===== src/rtl/uart_rx.sv =====
// UART receiver: 16x oversampled, LSB-first frames with DBIT data bits and a stop bit
// lasting SB_TICK ticks. Reports each frame with a one-clock rx_done_tick and a stop-bit error flag.
module uart_rx #(
  parameter int DBIT    = 8,
  parameter int SB_TICK = 16
) (
  input  logic            clk_50MHz,
  input  logic            reset,
  input  logic            rx,
  input  logic            s_tick,
  output logic [DBIT-1:0] dout,
  output logic            rx_done_tick,
  output logic            frame_err
);

  localparam int NW = (DBIT > 1) ? $clog2(DBIT) : 1;

  typedef enum logic [1:0] {IDLE, START, DATA, STOP} state_t;

  state_t          state_q, state_d;
  logic            sync1_q, sync1_d;
  logic            rx_s_q, rx_s_d;
  logic [3:0]      s_q, s_d;
  logic [NW-1:0]   n_q, n_d;
  logic [DBIT-1:0] b_q, b_d;
  logic [DBIT-1:0] dout_q, dout_d;
  logic            done_q, done_d;
  logic            ferr_q, ferr_d;

  always_ff @(posedge clk_50MHz) begin
    if (reset) begin
      state_q <= IDLE;
      sync1_q <= 1'b1;
      rx_s_q  <= 1'b1;
      s_q     <= '0;
      n_q     <= '0;
      b_q     <= '0;
      dout_q  <= '0;
      done_q  <= 1'b0;
      ferr_q  <= 1'b0;
    end else begin
      state_q <= state_d;
      sync1_q <= sync1_d;
      rx_s_q  <= rx_s_d;
      s_q     <= s_d;
      n_q     <= n_d;
      b_q     <= b_d;
      dout_q  <= dout_d;
      done_q  <= done_d;
      ferr_q  <= ferr_d;
    end
  end

  // rx_done_tick is registered so it rises together with the freshly loaded dout/frame_err.
  always_comb begin
    state_d = state_q;
    sync1_d = rx;
    rx_s_d  = sync1_q;
    s_d     = s_q;
    n_d     = n_q;
    b_d     = b_q;
    dout_d  = dout_q;
    done_d  = 1'b0;
    ferr_d  = ferr_q;
    unique case (state_q)
      IDLE: begin
        if (!rx_s_q) begin
          state_d = START;
          s_d     = '0;
        end
      end
      START: begin
        if (s_tick) begin
          if (s_q == 4'd7) begin
            if (!rx_s_q) begin
              state_d = DATA;
              s_d     = '0;
              n_d     = '0;
            end else begin
              state_d = IDLE;
            end
          end else begin
            s_d = s_q + 4'd1;
          end
        end
      end
      DATA: begin
        if (s_tick) begin
          if (s_q == 4'd15) begin
            s_d = '0;
            b_d = {rx_s_q, b_q[DBIT-1:1]};
            if (n_q == NW'(DBIT - 1)) begin
              state_d = STOP;
            end else begin
              n_d = n_q + NW'(1);
            end
          end else begin
            s_d = s_q + 4'd1;
          end
        end
      end
      STOP: begin
        if (s_tick) begin
          if (s_q == 4'(SB_TICK - 1)) begin
            state_d = IDLE;
            dout_d  = b_q;
            ferr_d  = ~rx_s_q;
            done_d  = 1'b1;
          end else begin
            s_d = s_q + 4'd1;
          end
        end
      end
      default: state_d = IDLE;
    endcase
  end

  assign dout         = dout_q;
  assign rx_done_tick = done_q;
  assign frame_err    = ferr_q;

endmodule


===== config.mk =====
export PLATFORM = sky130hd
export DESIGN_NAME = uart_rx
export DESIGN_NICKNAME = d
export VERILOG_FILES = /design/src/rtl/uart_rx.sv
export SDC_FILE = /design/constraint.sdc
export NUM_CORES = 1
export LEC_CHECK = 0
export ABC_AREA = 1
export BUFFER_PORTS_ARGS = -buffer_cell sky130_fd_sc_hd__buf_2
export CAP_MARGIN = 20
export CORE_MARGIN = 10
export CORE_UTILIZATION = 42
export CTS_BUF_LIST = sky130_fd_sc_hd__clkbuf_8 sky130_fd_sc_hd__clkbuf_16
export CTS_CLUSTER_DIAMETER = 200
export DETAILED_ROUTE_END_ITERATION = 12
export PLACE_DENSITY = 0.56
export SYNTH_ARGS = -nofsm -noshare
export SYNTH_HDL_FRONTEND = slang
export SYNTH_SLANG_ARGS = --single-unit

===== constraint.sdc =====
create_clock -name clk_50MHz -period 3.2 [get_ports clk_50MHz]
set_clock_uncertainty 0.15 [all_clocks]
set_input_delay 0.32 -clock clk_50MHz [delete_from_list [all_inputs] [get_ports clk_50MHz]]
set_output_delay 0.32 -clock clk_50MHz [all_outputs]
set_load 0.1 [all_outputs]

==> flow_summary_export.csv <==
group,metric,value,unit
synth,ys_async_sr_fraction,0,%
critical_path,cp.arrival,1.69,ns
routing,wl_per_cell,11.3,um
placement,gp_congestion,0.822,
routing,drc,0,
synth,synth-compound-area-share,10.9,%
synth,syn_area_per_cell,7.36,sq um
global_route,grt_pass1_vias,1076,
critical_path,cp_slowest_stage_delay,0.39,ns
critical_path,cp_top_family,"simple AND/OR/NAND/NOR gates",
placement,post-place-ws,1.56,ns
synth,syn-num-nets,178,
cells_and_area,nNetsFinal,196,
min_path,hp-class,"in -> reg",
timing,drv_slew,0,
clock_tree,cts.path.max_buffers,2,
critical_path,worst-path-buf-inv,0,
placement,placed_area,0.00135,sq mm
synth,netlist_instances,171,
clock_tree,clk_pin_slew,0.06,ns
synth,synth.largest_area_cell,"dfxtp_1",
power,p_total,843,uW
global_route,grt.total_usage,10.3,%
power,power_frac_seq,45.5,%
global_route,grt_max_degree,24,
floorplanning,die_w,74.7,um
cells_and_area,drive_gt1_share,18.4,%
floorplanning,row_count,19,
placement,io_buffers,13,
clock_tree,holdBufCountCts,0,
power,p_sw_share,23.2,%
synth,ys_dominant_reg_cell,"dfxtp_1",
critical_path,crit_path_end_kind,"register",
power,p_comb_share,9.0,%
power,p_sw,196,uW
synth,yosys-top-cells-count,"nor2_1, nand2_1, dfxtp_1, o21ai_0, nand3_1",
critical_path,rr_worst_depth,8,
run_status,outcome,"finished, final reports clean",
routing,dr_total_vias,1105,
cells_and_area,final_cell_area,0.00146,sq mm
synth,synth-seq-cells,29,
power,internal_power,647,uW
critical_path,startpoint_type,"register",
critical_path,r2r_slack,1.53,ns
timing,period_minus_slack,1.67,ns
critical_path,crit_chain,"ha_1, nand3_1, nand2_1, nand2_1, nor2_1, nand3_1, nand3_1, nand2_1",
synth,synth_xor_xnor_area_share,0.696,%
placement,placed_cells,213,
synth,synth_area,0.00126,sq mm
routing,ant_nets,0,
floorplanning,dieArea,0.00559,sq mm
global_route,overflow,0,
cells_and_area,syn2layout_area_growth,16.1,%
timing,slew_headroom,60.1,%
clock_tree,cts_resized,0,
power,p_per_area,577,mW/mm^2
clock_tree,cts_root_buf,"clkbuf_8",
synth,yosysTopAreaCellShare,46.1,%
global_route,grt_pass1_wl,4480,um
routing,viasPerCell,5.00,
critical_path,startpoint,"s_q[0]",
clock_tree,clkLatencyLatePin,0.27,ns
cells_and_area,diodes,0,
power,clkPwrFrac,45.4,%
timing,rsz0062_at_grt,"false",
power,ir_drop,438,uV
clock_tree,ctsHtreeMaxLevel,2,
synth,yosys.cell_types.count,21,
timing,setup_viol,0,
critical_path,timing_worst_setup_path_type,"reg -> reg",
clock_tree,post_cts_buffers,0,
synth,synthMuxAreaShare,0,%
min_path,holdPathEnd,"rx_s_d",
critical_path,slowest_stage,"dfxtp_1",
min_path,min_path_cells,2,
timing,tightest_slew,0.598,ns
clock_tree,cts_buffers,5,
cells_and_area,fin_cells,221,
critical_path,r2r-start,"s_q[0]",
synth,yosysMostFrequentCell,"nor2_1",
floorplanning,pin_count,14,
floorplanning,core_area,0.00281,sq mm
routing,drtIter0Drc,54,
timing,fmax,599,MHz
timing,finalSetupTns,0,ns
synth,synth_top_family_by_area,"simple AND/OR/NAND/NOR gates",
synth,synth-adder-area-share,2.98,%
floorplanning,start_util,44.9,%
placement,hpwl,1810,um
global_route,grt_antenna_before_repair,0,
critical_path,crit_fanout,5,
critical_path,cp_data_required_time,3.22,ns
routing,first_pass_iters,4,
flow_run,max_cap_viol_count,0,
min_path,hp-start,"rx",
routing,drt-total-wl,2500,um
timing,hold_violations,0,
power,leakage,0.641,nW
timing,min_period_over_period,52.2,%
clock_tree,cts_tree,"yes",
clock_tree,clock-sinks,29,
floorplanning,die_y,74.7,um
synth,synth-simple-area-share,34.2,%
synth,yosysWarnings,0,
timing,finalWorstSetupSlack,1.53,ns
synth,synth_seq_area_share,46.1,%
synth,synth_edf_count,0,
synth,netlist_top_cells_area,"dfxtp_1, nor2_1, nand2_1",
==> stage by stage <==
step | hold slack (ns) | utilization, %
after floorplan | 0.239 | -
after global placement | 0.240 | 47.9
after detailed placement | 0.248 | 47.9
after CTS | 0.0698 | 52.1
after global routing | 0.0676 | 52.1
final | 0.0739 | 52.1
==> worst max path at each step <==
| stage | end | slack, ns | depth (start not counted) |
|---|---|---|---|
| after floorplan | register | 1.72 | 8 |
| after global placement | dout[4] | 1.59 | 6 |
| after detailed placement | dout[3] | 1.56 | 6 |
| after CTS | dout[3] | 1.54 | 6 |
| after global routing | register | 1.31 | 8 |
| final | register | 1.53 | 8 |
==> layout by cell type (no fill, tap or decap), drive strengths merged, types with 2 or more instances in the layout <==
master and count:
clkbuf 6, ha 3, o21ai 17, dfxtp 29, a21oi 9, inv 11
or2 2, nand2 35, nor2 49, nand3 12, buf 13
==> layer usage <==
metal | vias to the layer above | GRT usage [%] | share of wire (%)
li1 | 588 | - | -
met1 | 488 | 11.8 | 50
met2 | 21 | 15.6 | 42
met3 | 8 | 4.73 | 6.1
met4 | 0 | 5.67 | 2.1
met5 | - | 0 | 0
==> flip-flops by register name (all words and copies together) (netlist names), named ones only <==
name          flops
dout              8
rx_s_d            1
s_q               4
state_q           1
n_q               3
b_q               8
frame_err         1
rx_s_q            1
rx_done_tick      1
==> power groups by stage <==
stage                     Clock (mW)  Sequential, mW  Combinational, mW
after floorplan                    0           0.389             0.0616
after detailed placement           0           0.391             0.0759
final                          0.383           0.384             0.0762
after global routing           0.412           0.385             0.0888
after global placement             0           0.390             0.0742
after CTS                      0.391           0.383             0.0761
==> cell families after synthesis <==
logic type | after synthesis
buf+inv | 13
fa+ha+maj | 3
simple gates | 99
flops | 29
compound gates | 26
xor+xnor | 1
==> final cells by class <==
class	instances	area (sq um)
clock buffer	6	82.6
tap	31	38.8
multi-input combinational	129	614
clock inverter	2	33.8
timing repair buffer	13	65.1
fill	294	1340
inverter	11	46.3
sequential	29	581
==> worst register-to-register path, stage by stage (launching register included) <==
cell	delay, ns
dfxtp_1	0.39
ha_1	0.25
nand3_1	0.15
nand2_1	0.14
nand2_1	0.06
nor2_1	0.18
nand3_1	0.12
nand3_1	0.09
nand2_1	0.05
(Power assumes the default switching activity.)
